--- src/rtl/day_of_week_calc.sv ---
// Bus-mapped Gregorian day-of-week coprocessor: bit-serial divide-by-100, date check, bit-serial mod 7.
// Define DOW_IRQ_EN to build the interrupt enable bit and the registered irq output.
module day_of_week_calc #(
    parameter int DATA_W   = 16,
    parameter int YEAR_W   = 14,
    parameter int MIN_YEAR = 1583,
    parameter int MAX_YEAR = 9999
) (
    input  logic              clk,
    input  logic              reset,
    input  logic [2:0]        address,
    input  logic              write,
    input  logic [DATA_W-1:0] writedata,
    input  logic              read,
    output logic [DATA_W-1:0] readdata,
    output logic              irq
);

    localparam int                S_W      = YEAR_W + 1;
    localparam int                CNT_W    = $clog2(YEAR_W + 2);
    localparam logic [YEAR_W-1:0] MIN_Y    = YEAR_W'(MIN_YEAR);
    localparam logic [YEAR_W-1:0] MAX_Y    = YEAR_W'(MAX_YEAR);
    localparam logic [CNT_W-1:0]  DIV_LAST = CNT_W'(YEAR_W - 1);
    localparam logic [CNT_W-1:0]  MOD_LAST = CNT_W'(YEAR_W);

    typedef enum logic [1:0] {IDLE, DIV, CHECK, MOD} state_t;

    state_t            state_q, state_d;
    logic [CNT_W-1:0]  cnt_q, cnt_d;
    logic [YEAR_W-1:0] year_q, year_d;
    logic [3:0]        month_q, month_d;
    logic [4:0]        date_q, date_d;
    logic              done_q, done_d;
    logic              error_q, error_d;
    logic [2:0]        result_q, result_d;
    logic [YEAR_W-1:0] div_q, div_d;
    logic [6:0]        rem_q, rem_d;
    logic [S_W-1:0]    s_q, s_d;

    logic              busy, start, irq_en_rd;
    logic [7:0]        div_t;
    logic [3:0]        mod_t;
    logic [2:0]        mod_r;
    logic              early, leap, valid;
    logic [4:0]        dim;
    logic [YEAR_W-1:0] yp, qp;
    logic [S_W-1:0]    s_calc;
    logic              unused_wd;

    assign unused_wd = ^writedata;
    assign busy      = (state_q != IDLE);
    assign start     = write && (address == 3'd3) && writedata[0] && !busy;

    function automatic logic [2:0] t_off(input logic [3:0] m);
        case (m)
            4'd2, 4'd6:  t_off = 3'd3;
            4'd3, 4'd11: t_off = 3'd2;
            4'd4, 4'd7:  t_off = 3'd5;
            4'd8:        t_off = 3'd1;
            4'd9, 4'd12: t_off = 3'd4;
            4'd10:       t_off = 3'd6;
            default:     t_off = 3'd0;
        endcase
    endfunction

    always_comb begin
        div_t = {rem_q, div_q[YEAR_W-1]};
        mod_t = {rem_q[2:0], s_q[S_W-1]};
        mod_r = (mod_t >= 4'd7) ? 3'(mod_t - 4'd7) : mod_t[2:0];

        // In CHECK, div_q holds Y/100 and rem_q holds Y%100
        early = (month_q < 4'd3);
        leap  = (year_q[1:0] == 2'b00) && ((rem_q != '0) || (div_q[1:0] == 2'b00));
        case (month_q)
            4'd2:                      dim = leap ? 5'd29 : 5'd28;
            4'd4, 4'd6, 4'd9, 4'd11:   dim = 5'd30;
            default:                   dim = 5'd31;
        endcase
        valid = (year_q >= MIN_Y) && (year_q <= MAX_Y) &&
                (month_q >= 4'd1) && (month_q <= 4'd12) &&
                (date_q != '0) && (date_q <= dim);
        yp     = early ? (year_q - YEAR_W'(1)) : year_q;
        qp     = div_q - YEAR_W'(early && (rem_q == '0));
        s_calc = S_W'(yp) + S_W'(yp >> 2) - S_W'(qp) + S_W'(qp >> 2) +
                 S_W'(t_off(month_q)) + S_W'(date_q);
    end

    always_comb begin
        state_d  = state_q;
        cnt_d    = cnt_q;
        year_d   = year_q;
        month_d  = month_q;
        date_d   = date_q;
        done_d   = done_q;
        error_d  = error_q;
        result_d = result_q;
        div_d    = div_q;
        rem_d    = rem_q;
        s_d      = s_q;

        if (write) begin
            case (address)
                3'd0: if (!busy) year_d  = writedata[YEAR_W-1:0];
                3'd1: if (!busy) month_d = writedata[3:0];
                3'd2: if (!busy) date_d  = writedata[4:0];
                3'd3: if (writedata[2]) done_d = 1'b0;
                default: ;
            endcase
        end

        // FSM assignments follow the bus writes so completion overrides a same-cycle W1C
        case (state_q)
            IDLE: begin
                if (start) begin
                    state_d = DIV;
                    cnt_d   = '0;
                    done_d  = 1'b0;
                    error_d = 1'b0;
                    div_d   = year_q;
                    rem_d   = '0;
                end
            end
            DIV: begin
                if (div_t >= 8'd100) begin
                    rem_d = 7'(div_t - 8'd100);
                    div_d = {div_q[YEAR_W-2:0], 1'b1};
                end else begin
                    rem_d = div_t[6:0];
                    div_d = {div_q[YEAR_W-2:0], 1'b0};
                end
                cnt_d = cnt_q + CNT_W'(1);
                if (cnt_q == DIV_LAST) state_d = CHECK;
            end
            CHECK: begin
                if (!valid) begin
                    result_d = 3'd7;
                    error_d  = 1'b1;
                    done_d   = 1'b1;
                    state_d  = IDLE;
                end else begin
                    s_d     = s_calc;
                    rem_d   = '0;
                    cnt_d   = '0;
                    state_d = MOD;
                end
            end
            MOD: begin
                rem_d = {4'b0000, mod_r};
                s_d   = s_q << 1;
                cnt_d = cnt_q + CNT_W'(1);
                if (cnt_q == MOD_LAST) begin
                    result_d = mod_r;
                    done_d   = 1'b1;
                    state_d  = IDLE;
                end
            end
            default: state_d = IDLE;
        endcase
    end

    always_ff @(posedge clk or posedge reset) begin
        if (reset) begin
            state_q  <= IDLE;
            cnt_q    <= '0;
            year_q   <= '0;
            month_q  <= '0;
            date_q   <= '0;
            done_q   <= 1'b0;
            error_q  <= 1'b0;
            result_q <= '0;
            div_q    <= '0;
            rem_q    <= '0;
            s_q      <= '0;
        end else begin
            state_q  <= state_d;
            cnt_q    <= cnt_d;
            year_q   <= year_d;
            month_q  <= month_d;
            date_q   <= date_d;
            done_q   <= done_d;
            error_q  <= error_d;
            result_q <= result_d;
            div_q    <= div_d;
            rem_q    <= rem_d;
            s_q      <= s_d;
        end
    end

`ifdef DOW_IRQ_EN
    logic irq_en_q, irq_en_d, irq_q;

    always_comb begin
        irq_en_d = irq_en_q;
        if (write && (address == 3'd3)) irq_en_d = writedata[1];
    end

    always_ff @(posedge clk or posedge reset) begin
        if (reset) begin
            irq_en_q <= 1'b0;
            irq_q    <= 1'b0;
        end else begin
            irq_en_q <= irq_en_d;
            irq_q    <= done_q & irq_en_q;
        end
    end

    assign irq       = irq_q;
    assign irq_en_rd = irq_en_q;
`else
    assign irq       = 1'b0;
    assign irq_en_rd = 1'b0;
`endif

    always_comb begin
        readdata = '0;
        if (read) begin
            case (address)
                3'd0:    readdata = DATA_W'(year_q);
                3'd1:    readdata = DATA_W'(month_q);
                3'd2:    readdata = DATA_W'(date_q);
                3'd3:    readdata = DATA_W'({error_q, done_q, irq_en_rd, busy});
                3'd4:    readdata = DATA_W'(result_q);
                default: readdata = '0;
            endcase
        end
    end

endmodule

--- config.mk ---
export PLATFORM = sky130hd
export DESIGN_NAME = day_of_week_calc
export DESIGN_NICKNAME = d
export VERILOG_FILES = /design/src/rtl/day_of_week_calc.sv
export SDC_FILE = /design/constraint.sdc
export NUM_CORES = 1
export LEC_CHECK = 0
export BUFFER_PORTS_ARGS = -buffer_cell sky130_fd_sc_hd__buf_4
export CORE_ASPECT_RATIO = 1.1
export CORE_MARGIN = 4
export CORE_UTILIZATION = 60
export CTS_CLUSTER_SIZE = 24
export DETAILED_ROUTE_END_ITERATION = 10
export PLACE_DENSITY = 0.79
export SYNTH_ARGS = -nofsm -noshare
export SYNTH_HDL_FRONTEND = slang
export SYNTH_SLANG_ARGS = --single-unit
--- constraint.sdc ---
create_clock -name clk -period 15.86 [get_ports clk]
set_input_delay 0 -clock clk [delete_from_list [all_inputs] [get_ports clk]]
set_output_delay 0 -clock clk [all_outputs]
set_load 0.1 [all_outputs]
==> results of run 1 <==
==> area by class of cell <==
type                            count  area [um^2]
Inverter                           69          259
Timing Repair Buffer               51          420
Multi-Input combinational cell    469         3800
Tap cell                          117          146
Sequential cell                    70         1750
Clock buffer                        9          124
Clock inverter                      7         48.8
Fill cell                         688         2940
==> worst paths after layout <==
check / from / endpoint / slack [ns] / cells after the start
max in group asynchronous: reset / s_q[4] / 14.83 / 4
max reg2reg: month_q[0] / s_q[14] / 9.80 / 21
min reg2reg: s_q[10] / s_q[10] / 0.51 / 1
min in group asynchronous: reset / year_q[10] / 0.46 / 4
min: address[1] / done_q / 0.04 / 4
max: month_q[0] / s_q[14] / 9.80 / 21
==> logic make-up (layout without fill, tap and decap cells) <==
kind of cell / count (synthesis) / in the layout / share of synthesized area
simple gates: 173 / 173 / 0.151
compound gates: 123 / 123 / 0.137
buf+inv: 98 / 136 / 0.0663
fa+ha+maj: 75 / 75 / 0.192
flops: 70 / 70 / 0.295
xor+xnor: 50 / 50 / 0.0739
mux: 45 / 45 / 0.0831
other cells: 1 / 3 / 0.000632
==> Yosys cell counts (3+ instances only) <==
library cell / count
sky130_fd_sc_hd__a211oi_1: 3
sky130_fd_sc_hd__a21o_1: 5
sky130_fd_sc_hd__a21oi_1: 40
sky130_fd_sc_hd__a221o_1: 14
sky130_fd_sc_hd__a22oi_1: 7
sky130_fd_sc_hd__and2_1: 13
sky130_fd_sc_hd__and3_1: 13
sky130_fd_sc_hd__buf_1: 3
sky130_fd_sc_hd__buf_4: 4
sky130_fd_sc_hd__clkbuf_1: 19
sky130_fd_sc_hd__dfrtp_1: 70
sky130_fd_sc_hd__fa_1: 27
sky130_fd_sc_hd__ha_1: 48
sky130_fd_sc_hd__inv_1: 68
sky130_fd_sc_hd__mux2_1: 8
sky130_fd_sc_hd__mux2_2: 16
sky130_fd_sc_hd__mux2i_1: 20
sky130_fd_sc_hd__nand2_1: 33
sky130_fd_sc_hd__nand2b_1: 5
sky130_fd_sc_hd__nand3_1: 7
sky130_fd_sc_hd__nand4_1: 4
sky130_fd_sc_hd__nor2_1: 47
sky130_fd_sc_hd__nor2b_1: 7
sky130_fd_sc_hd__nor3_1: 16
sky130_fd_sc_hd__nor4_1: 8
sky130_fd_sc_hd__o21ai_0: 10
sky130_fd_sc_hd__o21ai_1: 15
sky130_fd_sc_hd__o22ai_1: 7
sky130_fd_sc_hd__or3_1: 5
sky130_fd_sc_hd__xnor2_1: 32
sky130_fd_sc_hd__xor2_1: 18
==> tightest hold or removal path, cell delays in order <==
cell,delay [ns]
sky130_fd_sc_hd__buf_4,0.16
sky130_fd_sc_hd__nand3_1,0.07
sky130_fd_sc_hd__o21ai_0,0.08
sky130_fd_sc_hd__nand2_1,0.05
==> registers in the layout (all words and copies together) (netlist names) <==
name	count
s_q	15
div_q	14
year_q	14
rem_q	7
date_q	5
cnt_q	4
month_q	4
result_q	3
state_q	2
done_q	1
error_q	1
==> through the flow <==
step                      setup WS (ns)  cells  cell area (um^2)
after floorplan                   10.38    637              5940
after CTS                          9.78    792              6550
after global routing               9.44    792              6550
final                              9.80    792              6550
after detailed placement           9.79    761              6220
after global placement             9.93    761              6220
==> metal layers <==
metal	wire length [um]	GRT usage	vias up
met5	0	0	-
met4	446	0.111	0
met3	705	0.0373	29
met2	6140	0.373	136
met1	5630	0.331	2196
li1	-	-	2267
==> PnR_summary.wiki, run 1 <==
{| class="wikitable"
! Metric !! Value
|-
| Count of flip-flops with a built-in enable after synthesis || 0
|-
| Data required time at the worst endpoint || 16.10 ns
|-
| Period utilisation layout || 0.382
|-
| Number of synthesized register bits || 70
|-
| Area Overhead vs Synth || 10.4%
|-
| Crit path kind || reg2reg
|-
| Worst relative slew slack || 0.239
|-
| Floorplan die width || 103 um
|-
| Yosys top cell area share || 0.295
|-
| First-pass iteration count of the detailed router || 5
|-
| Final-report hold violation count || 0
|-
| Count of pins over their slew limit || 0
|-
| Master cell of the clock root buffer || sky130_fd_sc_hd__clkbuf_8
|-
| Arrival time at the worst endpoint || 6.30 ns
|-
| CP delay by family, top || adder cells
|-
| Worst slack on hold paths || 0.0389 ns
|-
| I/O Pins || 40
|-
| Wire length after detailed routing || 12900 um
|-
| Die Outline Area || 11500 um^2
|-
| Die Span Y || 112 um
|-
| Fmax achieved || 165 MHz
|-
| Final core utilization || 0.690
|-
| Count of antenna-violating nets left after detailed routing || 0
|-
| Per-cell via count in the routed design || 5.84
|-
| Average wire length per cell after detail routing || 16.3 um
|-
| Most frequent standard cell in the layout excluding fill and tap cells || sky130_fd_sc_hd__dfrtp_1
|-
| Most area-hungry cell type in the Yosys netlist || sky130_fd_sc_hd__dfrtp_1
|-
| DP Wirelength || 9950 um
|-
| Share of synthesized area occupied by flip-flops and latches || 0.295
|-
| Setup bufs post-CTS || 0
|-
| Antenna Diode Count || 0
|-
| TritonCTS Buffers || 9
|-
| Clock latency on the worst-skew pair || 0.36 ns
|-
| Top_reg_cell synth || sky130_fd_sc_hd__dfrtp_1
|-
| Port Buf Inserts || 34
|-
| Number of vias in the routed layout || 4628
|-
| Resize count post-CTS || 0
|-
| Total Routing Usage GR || 0.241
|-
| Nets || 768
|-
| Actual transition at the worst max-transition pin || 1.14 ns
|-
| Critical path fanouts, max || 8
|-
| Finish-stage setup viols || 0
|-
| Ratio of cells with drive above 1 in the final layout || 0.114
|-
| Commonest non-fill, non-tap cells in the layout || sky130_fd_sc_hd__dfrtp_1 (70), sky130_fd_sc_hd__inv_1 (67), sky130_fd_sc_hd__ha_1 (48)
|-
| Setup Skew || 0.0109 ns
|-
| Top post-synthesis cells by area || sky130_fd_sc_hd__dfrtp_1 (30%), sky130_fd_sc_hd__ha_1 (10%), sky130_fd_sc_hd__fa_1 (9.1%)
|-
| Delay of the slowest cell on the worst path || 0.52 ns
|-
| 1st-iter DRT viols || 262
|-
| # H-tree levels || 3
|-
| Number of buffer and inverter instances along the worst setup path || 2
|-
| CTS max path bufs || 2
|-
| Placement row count || 37
|-
| Number of global-route vias before repair || 4663
|-
| Fraction of registers with async set/reset || 1.00
|-
| # clock sinks || 70
|-
| Remaining global-route overflow || 0
|-
| Placer's final routability congestion estimate || 0.882
|-
| Number of antenna violations at the first check in global routing || 0
|-
| First-pass GRT wire length || 22100 um
|-
| Cell-by-cell trace of the critical path || ha_1 > nor3_2 > and3_1 > ha_1 > or3b_1 > nor2_1 > xnor2_1 > xnor2_1 > ha_1 > fa_1 > inv_1 > fa_1 > inv_1 > ha_1 > fa_1 > a211oi_1 > o211ai_1 > a311oi_1 > o21bai_1 > xnor2_1 > a221o_1
|-
| Clock tree from TritonCTS || built
|-
| Max-cap check violation count || 0
|-
| Clock slew at the register clock pins of the worst setup and hold paths || 0.08 ns
|-
| Classification of the worst-slack hold path || in2reg
|-
| Hold-fix buffers at CTS || 15
|-
| Total DRC errors in the routed layout || 0
|-
| Pin count of the biggest net entering global routing || 71
|-
| Placeable Area || 9490 um^2
|-
| Run status || finished clean
|-
| Minimum clock period after layout || 6.06 ns
|-
| Most common cell on crit path || sky130_fd_sc_hd__ha_1
|-
| Synthesis warning total || 0
|-
| Average size of a mapped cell || 9.34 um^2
|-
| Crit path capture type || flop
|-
| Post-Syn Area || 5930 um^2
|-
| Critical-path cell with the highest stage delay || sky130_fd_sc_hd__fa_1
|-
| Gate count after technology mapping || 635
|-
| Setup TNS after final layout || 0 ns
|-
| RSZ-0062 raised after global routing || no
|-
| Post-synthesis cell type count || 66
|-
| Startpoint kind of the worst setup timing path || flop
|-
| Initial Utilization || 0.625
|}
Power of run 1 is not shown: default switching activity piles up to over one toggle a cycle in this logic, so the estimate is an artifact.
==> run 2, diff against run 1 <==
==> constraint.sdc (replaced) <==
create_clock -name clk -period 6.3 [get_ports clk]
set_input_delay 0 -clock clk [delete_from_list [all_inputs] [get_ports clk]]
set_output_delay 0 -clock clk [all_outputs]
set_load 0.1 [all_outputs]
==> PnR_summary.wiki, run 2 (synthesized netlist as in run 1, its figures left out) <==
{| class="wikitable"
! Metric !! Value
|-
| # H-tree levels || 3
|-
| I/O Pins || 40
|-
| Hold Startpoint || address[1]
|-
| Total area of sequential cells || 1750 um^2
|-
| Per-cell via count in the routed design || 5.84
|-
| Placer's final routability congestion estimate || 0.892
|-
| Classification of the worst-slack hold path || in2reg
|-
| Arrival time at the worst endpoint || 6.18 ns
|-
| Period utilisation layout || 0.941
|-
| Initial Utilization || 0.625
|-
| Placement row count || 37
|-
| Floorplan die width || 103 um
|-
| Master cell of the clock root buffer || sky130_fd_sc_hd__clkbuf_8
|-
| Count of antenna-violating nets left after detailed routing || 0
|-
| Die Span Y || 112 um
|-
| First-pass iteration count of the detailed router || 4
|-
| Critical path fanouts, max || 6
|-
| Cell-by-cell trace of the critical path || nor4_1 > and3_1 > ha_1 > or3b_1 > nor2_1 > xnor2_1 > xnor2_1 > ha_1 > fa_1 > inv_1 > fa_1 > inv_1 > ha_1 > fa_1 > a211oi_1 > o211ai_1 > a311oi_1 > o21bai_1 > xnor2_1 > a221o_1
|-
| Flip-flop count of the largest register, all copies and words added || 15
|-
| Registers with the highest flip-flop counts || s_q: 15 flops, div_q: 14 flops, year_q: 14 flops
|-
| Reg with most FFs || s_q
|-
| DP Wirelength || 9900 um
|-
| Average wire length per cell after detail routing || 16.7 um
|-
| Critical-path cell with the highest stage delay || sky130_fd_sc_hd__nor4_1
|-
| FILL cells || 679
|-
| Setup TNS after final layout || 0 ns
|-
| Antenna Diode Count || 0
|-
| Port Buf Inserts || 34
|-
| RSZ-0062 raised after global routing || no
|-
| Remaining global-route overflow || 0
|-
| Finish-stage setup viols || 0
|-
| Clock latency on the worst-skew pair || 0.37 ns
|-
| Critical Path Source || rem_q[0]
|-
| Placeable Area || 9490 um^2
|-
| Delay of the slowest cell on the worst path || 0.55 ns
|-
| Setup Skew || 0.00948 ns
|-
| Total Routing Usage GR || 0.245
|-
| Crit path capture type || flop
|-
| TritonCTS Buffers || 9
|-
| Nets || 769
|-
| Worst relative slew slack || 0.210
|-
| Startpoint of the most critical register-to-register path || rem_q[0]
|-
| Number of global-route vias before repair || 4719
|-
| Fin area || 6590 um^2
|-
| Footprint of the multi-input gates || 3800 um^2
|-
| Most frequent standard cell in the layout excluding fill and tap cells || sky130_fd_sc_hd__dfrtp_1
|-
| Crit path kind || reg2reg
|-
| Clock slew at the register clock pins of the worst setup and hold paths || 0.08 ns
|-
| Die Outline Area || 11500 um^2
|-
| DP Area || 6230 um^2
|-
| CTS max path bufs || 2
|-
| Fmax achieved || 169 MHz
|-
| Minimum clock period after layout || 5.93 ns
|-
| Clock tree from TritonCTS || built
|-
| First-pass GRT wire length || 22500 um
|-
| Pin count of the biggest net entering global routing || 71
|-
| Commonest non-fill, non-tap cells in the layout || sky130_fd_sc_hd__dfrtp_1 (70), sky130_fd_sc_hd__inv_1 (67), sky130_fd_sc_hd__ha_1 (48)
|-
| Run status || finished clean
|-
| Max-cap check violation count || 0
|-
| Number of vias in the routed layout || 4635
|-
| Wire length after detailed routing || 13300 um
|-
| Data required time at the worst endpoint || 6.56 ns
|-
| Number of antenna violations at the first check in global routing || 0
|-
| Startpoint kind of the worst setup timing path || flop
|-
| Ratio of cells with drive above 1 in the final layout || 0.117
|-
| Final-report hold violation count || 0
|-
| Total DRC errors in the routed layout || 0
|-
| Actual transition at the worst max-transition pin || 1.19 ns
|-
| Count of pins over their slew limit || 0
|-
| # clock sinks || 70
|-
| 1st-iter DRT viols || 195
|-
| Area Overhead vs Synth || 11.2%
|}
==> run 2: cell types whose count changed in the layout (fill, tap and decap cells not counted) <==
cell / previous run / this run
sky130_fd_sc_hd__nor4_2: 0 / 1
sky130_fd_sc_hd__buf_4: 36 / 37
sky130_fd_sc_hd__bufinv_16: 0 / 1
sky130_fd_sc_hd__clkinv_4: 2 / 1
sky130_fd_sc_hd__clkinv_2: 3 / 1
sky130_fd_sc_hd__nor4_1: 8 / 7
sky130_fd_sc_hd__inv_6: 1 / 2
sky130_fd_sc_hd__clkbuf_8: 9 / 10
==> run 2: repair_timing <==
item,CTS,global route
buffers inserted,0,0
hold buffers,15,0
setup endpoints to repair,0,1
hold endpoints to repair,94,0
gates resized for setup,0,1
==> run 2: cell type report <==
| type | count | area share |
|---|---|---|
| tap | 117 | 0.0222 |
| clock inverter | 6 | 0.0104 |
| inverter | 69 | 0.0393 |
| clock buffer | 10 | 0.0209 |
| multi-input combinational | 469 | 0.577 |
| sequential | 70 | 0.266 |
| timing repair buffer | 52 | 0.0649 |
==> run 2: path summary, 6_finish.rpt <==
| check | slack [ns] | to | depth (start not counted) |
|---|---|---|---|
| max | 0.37 | s_q[14] | 20 |
| min | 0.04 | done_q | 4 |
| max reg2reg | 0.37 | s_q[14] | 20 |
| min reg2reg | 0.51 | s_q[2] | 1 |
| max in group asynchronous | 5.27 | state_q[0] | 4 |
| min in group asynchronous | 0.45 | year_q[9] | 4 |
==> run 2: critical path: cells and delay by family (launching register included) <==
kind | cells | cell delay [ns]
fa+ha+maj | 6 | 2.17
simple gates | 4 | 1.38
compound gates | 5 | 1.22
xor+xnor | 3 | 0.52
flops | 1 | 0.45
buf+inv | 2 | 0.10
==> run 2: layer usage <==
metal / track usage / vias to the layer above / share of wire
met3: 0.0360 / 23 / 0.039
met2: 0.380 / 89 / 0.49
met5: 0 / - / 0
met4: 0.104 / 0 / 0.028
li1: - / 2255 / -
met1: 0.341 / 2268 / 0.45
==> run 2: stage by stage <==
stage	cells	util	hold WS [ns]	setup WS (ns)
floorplan	637	-	0.132	0.818
global placement	762	0.657	0.214	0.545
detailed placement	762	0.657	0.220	0.469
CTS	793	0.694	0.0234	0.409
global route	793	0.695	0.0721	0.0709
finish	793	0.695	0.0355	0.372
Power of run 2 is left out for the same reason.
